### src/rtl/pc_sequencer.sv
// ---------------------------------------------------------------------------
// pc_sequencer
//
// Purpose:
//   Program counter sequencer for a simple processor front end. Each rising
//   clock edge selects the next PC. The priority order is stall, return,
//   call, jump, taken branch, and then increment. The PC is registered, so
//   a request shows up on program_counter one cycle after it is sampled.
//
// Configuration macro:
//   PC_SEQUENCER_STACK_EN
//     Defined   : a return stack of STACK_DEPTH entries is built. A call
//                 pushes PC+1 and a return pops it. The overflow and
//                 underflow flags are sticky until reset.
//     Undefined : no stack storage is built. call_en acts as a jump and
//                 ret_en acts as an increment. stack_count and both flags
//                 are tied to 0.
//
// Parameters:
//   WIDTH        program counter width in bits
//   STACK_DEPTH  number of return-stack entries (>= 1)
//   RESET_VECTOR PC value loaded on reset
//
// Ports:
//   clk              rising-edge clock
//   is_powered_on    synchronous active-low reset (0 = reset)
//   stall            hold PC, stack and flags
//   jump_en          absolute jump to jump_target
//   jump_target      absolute target for jump and call
//   branch_en        relative branch request
//   branch_taken     branch condition result
//   branch_offset    two's-complement branch offset
//   call_en          push return address and go to jump_target
//   ret_en           pop return address into PC
//   program_counter  registered current PC
//   stack_count      number of valid stack entries
//   stack_overflow   sticky: call issued with the stack full
//   stack_underflow  sticky: return issued with the stack empty
// ---------------------------------------------------------------------------
module pc_sequencer #(
    parameter int               WIDTH        = 16,
    parameter int               STACK_DEPTH  = 4,
    parameter logic [WIDTH-1:0] RESET_VECTOR = '0
) (
    input  logic                             clk,
    input  logic                             is_powered_on,
    input  logic                             stall,
    input  logic                             jump_en,
    input  logic [WIDTH-1:0]                 jump_target,
    input  logic                             branch_en,
    input  logic                             branch_taken,
    input  logic [WIDTH-1:0]                 branch_offset,
    input  logic                             call_en,
    input  logic                             ret_en,
    output logic [WIDTH-1:0]                 program_counter,
    output logic [$clog2(STACK_DEPTH+1)-1:0] stack_count,
    output logic                             stack_overflow,
    output logic                             stack_underflow
);

    localparam int CW = $clog2(STACK_DEPTH + 1);

    logic [WIDTH-1:0] r_pc;
    logic [WIDTH-1:0] w_pcInc;
    logic [WIDTH-1:0] w_branchTarget;

    // Both adds wrap modulo 2^WIDTH. A two's-complement offset needs no
    // explicit sign extension, because it is already WIDTH bits wide.
    assign w_pcInc        = r_pc + 1'b1;
    assign w_branchTarget = r_pc + branch_offset;

    assign program_counter = r_pc;

`ifdef PC_SEQUENCER_STACK_EN

    // The pointer width is at least 1 bit, so a single-entry stack still
    // has a legal index.
    localparam int PW = (STACK_DEPTH > 1) ? $clog2(STACK_DEPTH) : 1;

    logic [WIDTH-1:0] r_stack [STACK_DEPTH];
    logic [CW-1:0]    r_count;
    logic             r_overflow;
    logic             r_underflow;

    logic             w_full;
    logic             w_empty;
    logic [PW-1:0]    w_pushIdx;
    logic [PW-1:0]    w_popIdx;
    logic             w_push;

    assign w_full    = (r_count == CW'(STACK_DEPTH));
    assign w_empty   = (r_count == '0);
    assign w_pushIdx = PW'(r_count);
    assign w_popIdx  = PW'(r_count - CW'(1));

    // A push happens only when the call is the winning request and there is
    // room left. An overflowing call still jumps, but it leaves the stack
    // untouched.
    assign w_push = is_powered_on && !stall && !ret_en && call_en && !w_full;

    // The stack storage has no reset. An entry is only read when
    // stack_count says it is valid, so stale contents cannot leak out.
    always_ff @(posedge clk) begin
        if (w_push) begin
            r_stack[w_pushIdx] <= w_pcInc;
        end
    end

    // Next-PC selection and stack bookkeeping. Reset wins over everything,
    // including stall. Reset also empties the stack logically, which
    // discards any pending return addresses.
    always_ff @(posedge clk) begin
        if (!is_powered_on) begin
            r_pc        <= RESET_VECTOR;
            r_count     <= '0;
            r_overflow  <= 1'b0;
            r_underflow <= 1'b0;
        end else if (!stall) begin
            if (ret_en) begin
                if (w_empty) begin
                    r_pc        <= w_pcInc;
                    r_underflow <= 1'b1;
                end else begin
                    r_pc    <= r_stack[w_popIdx];
                    r_count <= r_count - CW'(1);
                end
            end else if (call_en) begin
                r_pc <= jump_target;
                if (w_full) begin
                    r_overflow <= 1'b1;
                end else begin
                    r_count <= r_count + CW'(1);
                end
            end else if (jump_en) begin
                r_pc <= jump_target;
            end else if (branch_en && branch_taken) begin
                r_pc <= w_branchTarget;
            end else begin
                r_pc <= w_pcInc;
            end
        end
    end

    assign stack_count     = r_count;
    assign stack_overflow  = r_overflow;
    assign stack_underflow = r_underflow;

`else

    // Build without a stack. A return falls through to an increment at the
    // return's priority slot. A call is a plain jump at the call's slot.
    always_ff @(posedge clk) begin
        if (!is_powered_on) begin
            r_pc <= RESET_VECTOR;
        end else if (!stall) begin
            if (ret_en) begin
                r_pc <= w_pcInc;
            end else if (call_en || jump_en) begin
                r_pc <= jump_target;
            end else if (branch_en && branch_taken) begin
                r_pc <= w_branchTarget;
            end else begin
                r_pc <= w_pcInc;
            end
        end
    end

    assign stack_count     = '0;
    assign stack_overflow  = 1'b0;
    assign stack_underflow = 1'b0;

`endif

endmodule

### config.mk
export PLATFORM = sky130hd
export DESIGN_NAME = pc_sequencer
export DESIGN_NICKNAME = d
export VERILOG_FILES = /design/src/rtl/pc_sequencer.sv
export SDC_FILE = /design/constraint.sdc
export NUM_CORES = 1
export LEC_CHECK = 0
export CAP_MARGIN = 20
export CORE_UTILIZATION = 32
export DETAILED_ROUTE_END_ITERATION = 10
export GPL_ROUTABILITY_DRIVEN = 0
export SYNTH_ARGS = -nofsm -noshare
export SYNTH_HDL_FRONTEND = slang
export SYNTH_SLANG_ARGS = --single-unit
### constraint.sdc
create_clock -name clk -period 7.4 [get_ports clk]
set_clock_uncertainty 0.2 [all_clocks]
set_input_delay 1.48 -clock clk [delete_from_list [all_inputs] [get_ports clk]]
set_output_delay 1.48 -clock clk [all_outputs]
set_load 0.01 [all_outputs]
==> impl_metrics.toml, run 1 <==
[critical_path]
critPathKind = "in -> reg"
cp_max_fo = 20
worstReg2RegStart = "program_counter[4]"
endpoint_kind = "flip-flop"
worstPathArrival_ps = 3920
required_ps = 7350
start_kind = "input pin"
crit_start = "ret_en"

[sta]
relSlewSlack = 0.3435
hold_violations = 0
fin_setup_tns_ps = 0
worst_pin_slew_ps = 984.8
min_period_over_period = 0.5356
setup_slack_ps = 3437
finalSetupViolCount = 0
fin_crit_ps = 3963
maxSlewViolCount = 0
rsz0062_at_grt = "false"
max_freq_mhz = 252.3

[synthesis]
synth_top_area_cell = "dfxtp_1"
ys_seq_area_frac = 0.1459
synth_cells = 288
synth_edf_count = 0
synth.distinct_cells = 75
synth_ff_type = "dfxtp_1"
syn-cell-area_um2 = 2196
avgSynthCellArea_um2 = 7.625
yosysWarnings = 0
async_flop_share = 0
ys_ff_latch = 16
yosysTopAreaCellShare = 0.1459
yosys-top-cells-area = "dfxtp_1 15%, ha_1 9.1%, a21oi_1 4.3%, nand2_1 4.3%, o21ai_0 3.9%"

[route]
vias = 2480
vias_per_cell = 6.078
drtAntennaViolNets = 0
finalWirelength_um = 7179
route.detailed.drc = 4
first_pass_iters = 8
drt_iter0_drc = 232
wl_per_cell_um = 17.60

[die]
die_w_um = 84.84
core-area_um2 = 6495
die-area_um2 = 7197
io_pins = 61
start_util = 0.3381
num_rows = 29
die_y_um = 84.84

[outcome]
violations = "DRC"
status = "complete, but fails checks"

[run]
max_cap_violations = 0

[place]
hpwl_um = 5373
place_ws_ps = 3170
port_buffers = 55

[finish]
drive_gt1_frac = 0.06949
area_growth_pct = 27.58
final_common_cell = "clkdlybuf4s50_1"
layout_common_cells = "55 x clkdlybuf4s50_1, 25 x nand2_1, 22 x nor2_1"
diodes = 0
postLayoutCoreUtil = 0.4313
nets = 389
largest_reg_flops = 16
fillCellCount = 665

[clock_network]
ctsResizeCount = 0
cts_hold_buffers = 0
path_clk_slew_ps = 70
cts_root_buf = "clkbuf_8"
cts_tree = "built"
cts_setup_buffers = 0
numCtsBuffers = 3
h-tree-depth = 1
cts_sinks = 16
insertion_delay_ps = 260
cts_buffer_depth = 2

[power]
p_leak_nw = 1.093
power.total_mw = 0.3126
ir_worst_vdd_uv = 54.66
p_per_area_nw_per_um2 = 111.6

[grt]
grt_usage = 0.1972
antenna_found_initial = 0
grt_max_degree = 21
grt_pass1_vias = 2218
grt_pass1_wl_um = 11330
grt_overflow = 0

[min_path]
hp-start = "program_counter[2]"
hp-class = "reg -> reg"
-- critical path, stage by stage --
cell	delay, ps
clkdlybuf4s50_1	800
a21oi_1	910
nor4_2	150
a2111oi_4	340
o21a_1	180
a21oi_1	70
-- synth_stat cells, types with 3 or more instances --
cell type  instances
a21o_1             7
buf_4              5
o32ai_1            3
a22oi_1            3
a31oi_1            4
nand3_1            9
inv_1              5
nor3_1             7
a221oi_1           3
nor2_1            22
o21bai_1           4
nand2_1           25
nand4_1            5
buf_2              5
xor2_1             3
ha_1              16
a211o_1            3
or3_1              4
and3_1             8
mux2i_1            4
clkbuf_1           8
o221ai_1           3
a211oi_1           5
xnor2_1            7
o21ai_0           17
o22ai_1            4
nor4_1             3
and4_1             3
dfxtp_1           16
a21oi_1           19
-- routing by layer --
| metal | vias up | GRT usage | part of all wire |
|---|---|---|---|
| li1 | 1204 | - | - |
| met1 | 1158 | 0.2677 | 0.46 |
| met2 | 108 | 0.3326 | 0.46 |
| met3 | 10 | 0.02237 | 0.066 |
| met4 | 0 | 0.05239 | 0.014 |
| met5 | - | 0 | 0 |
-- power by group --
part / switching (mW) / internal (mW)
sequential: 0.0110 / 0.0911
clock: 0.0378 / 0.0474
combinational: 0.0631 / 0.0622
total: 0.112 / 0.201
-- through the flow --
step | instance area [µm²] | hold WS [ps] | instances
after global placement | 2746 | 360.7 | 404
after global routing | 2801 | 426.3 | 408
after CTS | 2801 | 368.4 | 408
final | 2801 | 361.7 | 408
after floorplan | 2211 | 334.1 | 292
after detailed placement | 2746 | 352.4 | 404
-- layout make-up --
class | count | area, µm² | area share
Inverter | 6 | 22.52 | 0.008039
Tap cell | 77 | 96.34 | 0.03439
Sequential cell | 16 | 320.3 | 0.1143
Clock buffer | 4 | 55.05 | 0.01965
Timing Repair Buffer | 55 | 550.5 | 0.1965
Multi-Input combinational cell | 250 | 1757 | 0.6271
-- path summary, 6_finish.rpt --
check	depth (start not counted)	slack, ps	to
setup / recovery	6	3440	program_counter[13]
hold / removal	2	360	program_counter[2]
setup reg to reg	7	4520	program_counter[15]
hold reg to reg	2	360	program_counter[2]
-- logic make-up (layout without fill, tap and decap cells) --
logic type               Yosys count  in the layout  share of synthesized area
XOR/XNOR                          10             10                    0.03989
AO/OA/AOI/OAI                    105            105                     0.3556
AND/OR/NAND/NOR                  109            109                     0.2775
buffers and inverters             26             65                    0.06097
multiplexers                       4              4                    0.01823
other                              1              5                   0.001708
flip-flops                        16             16                     0.1459
adder cells (fa/ha/maj)           17             17                     0.1003
Note: power is estimated with default switching activity, not from simulation.
==> run 2, diff against run 1 <==
==> constraint.sdc (replaced) <==
create_clock -name clk -period 3.41 [get_ports clk]
set_clock_uncertainty 0.2 [all_clocks]
set_input_delay 0.682 -clock clk [delete_from_list [all_inputs] [get_ports clk]]
set_output_delay 0.682 -clock clk [all_outputs]
set_load 0.01 [all_outputs]
==> impl_metrics.toml, run 2 (synthesis results as in run 1) <==
[outcome]
status = "complete, but fails checks"
violations = "DRC"

[route]
route.detailed.drc = 4
drt_iter0_drc = 155
first_pass_iters = 9
wl_per_cell_um = 17.77
finalWirelength_um = 7462
vias = 2546
vias_per_cell = 6.062
drtAntennaViolNets = 0

[sta]
max_freq_mhz = 337.9
maxSlewViolCount = 0
relSlewSlack = 0.6669
holdWs_ps = 370.7
fin_setup_tns_ps = 0
worst_pin_slew_ps = 497.8
fin_crit_ps = 2960
finalSetupViolCount = 0
rsz0062_at_grt = "false"
hold_violations = 0
setup_slack_ps = 450.5
min_period_over_period = 0.8679

[critical_path]
cp_top_family = "adder cells"
path_cells = "clkdlybuf4s50_1, ha_1, fa_1, a21o_1, a221oi_2, buf_4, a211oi_2, mux2i_1, nand3_1, nor4b_1"
cp_max_fo = 4
crit_slowest_cell = "fa_1"
critPathKind = "in -> reg"
worstReg2RegStart = "program_counter[0]"
r2r_end = "program_counter[14]"
start_kind = "input pin"
endpoint_kind = "flip-flop"
worst_path_largest_cell_delay_ps = 410
ff2ff_setup_slack_ps = 880
crit_buf_inv = 2
worstPathArrival_ps = 2900
reg2regPathDepth = 9
required_ps = 3350

[place]
placedInstanceArea_um2 = 2836
port_buffers = 55
hpwl_um = 5734
place_ws_ps = 172.3
dp_cells = 416

[die]
start_util = 0.3381
io_pins = 61
die_w_um = 84.84
die-area_um2 = 7197
die_y_um = 84.84
core-area_um2 = 6495
num_rows = 29

[finish]
diodes = 0
largest_reg_flops = 16
instances_no_fill = 420
final_common_cell = "clkdlybuf4s50_1"
drive_gt1_frac = 0.1020
postLayoutCellArea_um2 = 2892
fillCellCount = 644
area_growth_pct = 31.68
nets = 401
postLayoutCoreUtil = 0.4452
layout_common_cells = "55 x clkdlybuf4s50_1, 25 x nand2_1, 22 x nor2_1"

[power]
power.total_mw = 0.6894
p_leak_nw = 1.150
p_per_area_nw_per_um2 = 238.4
ir_worst_vdd_uv = 99.21

[clock_network]
numCtsBuffers = 3
path_clk_slew_ps = 70
cts_hold_buffers = 0
cts_setup_buffers = 0
cts_tree = "built"
h-tree-depth = 1
cts_buffer_depth = 2
insertion_delay_ps = 260
cts_sinks = 16
ctsResizeCount = 0
cts_root_buf = "clkbuf_8"

[grt]
grt_usage = 0.2072
grt_pass1_wl_um = 11810
grt_overflow = 0
antenna_found_initial = 0
grt_pass1_vias = 2369
grt_max_degree = 14

[min_path]
hp-start = "program_counter[2]"
holdPathStages = 2
hold_end = "program_counter[2]"
hp-class = "reg -> reg"

[run]
max_cap_violations = 0
[run 2: cell types whose count changed in the layout (fill, tap and decap cells not counted)]
cell / previous run / this run
buf_4: 0 / 12
[run 2: final cells by class]
cell class / count / area, µm² / area share
well taps: 77 / 96.34 / 0.03332
inverters: 6 / 22.52 / 0.007789
multi-input cells: 250 / 1757 / 0.6075
repair buffers: 67 / 640.6 / 0.2215
flip-flops and latches: 16 / 320.3 / 0.1108
clock buffers: 4 / 55.05 / 0.01904
[run 2: power breakdown]
group	total, mW	internal [mW]	switching [mW]
clock	0.180	0.103	0.0775
combinational	0.289	0.146	0.143
sequential	0.220	0.198	0.0227
[run 2: worst register-to-register path: stages, from the launching register on]
cell      delay [ps]
dfxtp_1          380
ha_1             250
fa_1             410
a21o_1           220
a221oi_2         230
buf_4            170
a211oi_2          90
mux2i_1          170
nand3_1          110
nor4b_1          170
[run 2: metal layers]
metal,vias up,wire (µm),GRT usage
li1,1230,-,-
met1,1218,3342,0.2701
met2,85,3596,0.3555
met3,13,415,0.03696
met4,0,108,0.04931
met5,-,0,0
[run 2: worst max path at each step]
stage / depth (start not counted) / startpoint / slack, ps / end
after floorplan: 8 / branch_offset[0] / 690 / program_counter[10]
after global placement: 10 / branch_offset[0] / 190 / program_counter[10]
after detailed placement: 10 / branch_offset[0] / 170 / program_counter[10]
after CTS: 10 / branch_offset[0] / 440 / program_counter[10]
after global routing: 10 / branch_offset[0] / 250 / program_counter[14]
final: 10 / branch_offset[0] / 450 / program_counter[14]
==> run 3, diff against run 2 <==
--- a/config.mk
+++ b/config.mk
@@ -6,9 +6,11 @@
 export NUM_CORES = 1
 export LEC_CHECK = 0
 export CAP_MARGIN = 20
+export CORE_MARGIN = 8
 export CORE_UTILIZATION = 32
 export DETAILED_ROUTE_END_ITERATION = 10
 export GPL_ROUTABILITY_DRIVEN = 0
+export SKIP_CTS_REPAIR_TIMING = 1
 export SYNTH_ARGS = -nofsm -noshare
 export SYNTH_HDL_FRONTEND = slang
 export SYNTH_SLANG_ARGS = --single-unit
==> constraint.sdc (replaced) <==
create_clock -name clk -period 3.41 [get_ports clk]
set_clock_uncertainty 0.2 [all_clocks]
set_input_delay 0.682 -clock clk [delete_from_list [all_inputs] [get_ports clk]]
set_output_delay 0.682 -clock clk [all_outputs]
set_load 0.02 [all_outputs]
==> impl_metrics.toml, run 3 (synthesis results as in run 1) <==
[sta]
fin_setup_tns_ps = 0
hold_violations = 0
max_freq_mhz = 335.9
finalSetupViolCount = 0
min_period_over_period = 0.8730
fin_crit_ps = 2977
holdWs_ps = 369.0
setup_slack_ps = 432.9
rsz0062_at_grt = "false"
maxSlewViolCount = 0

[grt]
grt_usage = 0.1560
grt_pass1_vias = 2510
antenna_found_initial = 0
grt_pass1_wl_um = 12520
grt_max_degree = 15
grt_overflow = 0

[route]
first_pass_iters = 4
route.detailed.drc = 0
finalWirelength_um = 7786
vias = 2491
drtAntennaViolNets = 0
drt_iter0_drc = 148
vias_per_cell = 5.903
wl_per_cell_um = 18.45

[min_path]
holdPathStages = 2
hp-class = "reg -> reg"

[place]
dp_cells = 418
place_ws_ps = 164.4
hpwl_um = 6140
port_buffers = 55

[finish]
diodes = 0
seq_area_um2 = 320.3
multi_input_area_um2 = 1757
nets = 400
drive_gt1_frac = 0.09942
final_common_cell = "clkdlybuf4s50_1"
instances_no_fill = 422
layout_common_cells = "55 x clkdlybuf4s50_1, 25 x nand2_1, 22 x nor2_1"
fillCellCount = 720
area_growth_pct = 31.51
largest_reg_flops = 16

[clock_network]
numCtsBuffers = 3
cts_buffer_depth = 2
cts_tree = "built"
cts_sinks = 16
cts_root_buf = "clkbuf_8"
path_clk_slew_ps = 80
insertion_delay_ps = 260
h-tree-depth = 1

[critical_path]
start_kind = "input pin"
endpoint_kind = "flip-flop"
worstPathArrival_ps = 2930
cp_max_fo = 4
reg2regPathDepth = 8
critPathKind = "in -> reg"
required_ps = 3360

[die]
die-area_um2 = 9768
start_util = 0.3268
io_pins = 61
die_w_um = 98.84
num_rows = 30
die_y_um = 98.84
core-area_um2 = 6719

[power]
p_per_area_nw_per_um2 = 243.5
p_leak_nw = 1.146
ir_worst_vdd_uv = 109.0

[outcome]
status = "complete, no violations"

[run]
max_cap_violations = 0
## run 3: cell type report
class	instances	area share
Multi-Input combinational cell	250	0.6083
Timing Repair Buffer	66	0.2192
Sequential cell	16	0.1109
Tap cell	80	0.03466
Clock buffer	4	0.01906
Inverter	6	0.007799
## run 3: through the flow
stage,power (mW),util,cell area [µm²]
after floorplan,0.3975,-,2211
after CTS,0.7062,0.4298,2888
final,0.7032,0.4298,2888
after global routing,0.7414,0.4298,2888
after global placement,0.5180,0.4216,2833
after detailed placement,0.5202,0.4216,2833
## run 3: path summary, 6_finish.rpt
path	startpoint	endpoint	slack [ps]
hold reg to reg	program_counter[2]	program_counter[2]	370
hold / removal	program_counter[2]	program_counter[2]	370
setup / recovery	branch_offset[0]	program_counter[10]	430
setup reg to reg	program_counter[7]	program_counter[15]	870
## run 3: metal layers
metal / part of all wire / global-route usage
met5: 0 / 0
met4: 0.014 / 0.02952
met3: 0.063 / 0.03101
met2: 0.48 / 0.2744
met1: 0.44 / 0.1907
## run 3: worst max-delay path, stage by stage
cell             delay [ps]
clkdlybuf4s50_1         410
ha_1                    240
fa_1                    400
a21o_1                  220
a221oi_2                230
buf_4                   170
a211oi_2                100
xnor2_1                 160
o221ai_1                130
and3_1                  210
## run 3: power by group
| group | leakage [nW] | internal, mW | switching (mW) |
|---|---|---|---|
| Sequential | 0.131 | 0.198 | 0.0222 |
| Clock | 0.0288 | 0.103 | 0.0821 |
| Combinational | 0.986 | 0.145 | 0.154 |
| Total | 1.15 | 0.445 | 0.258 |
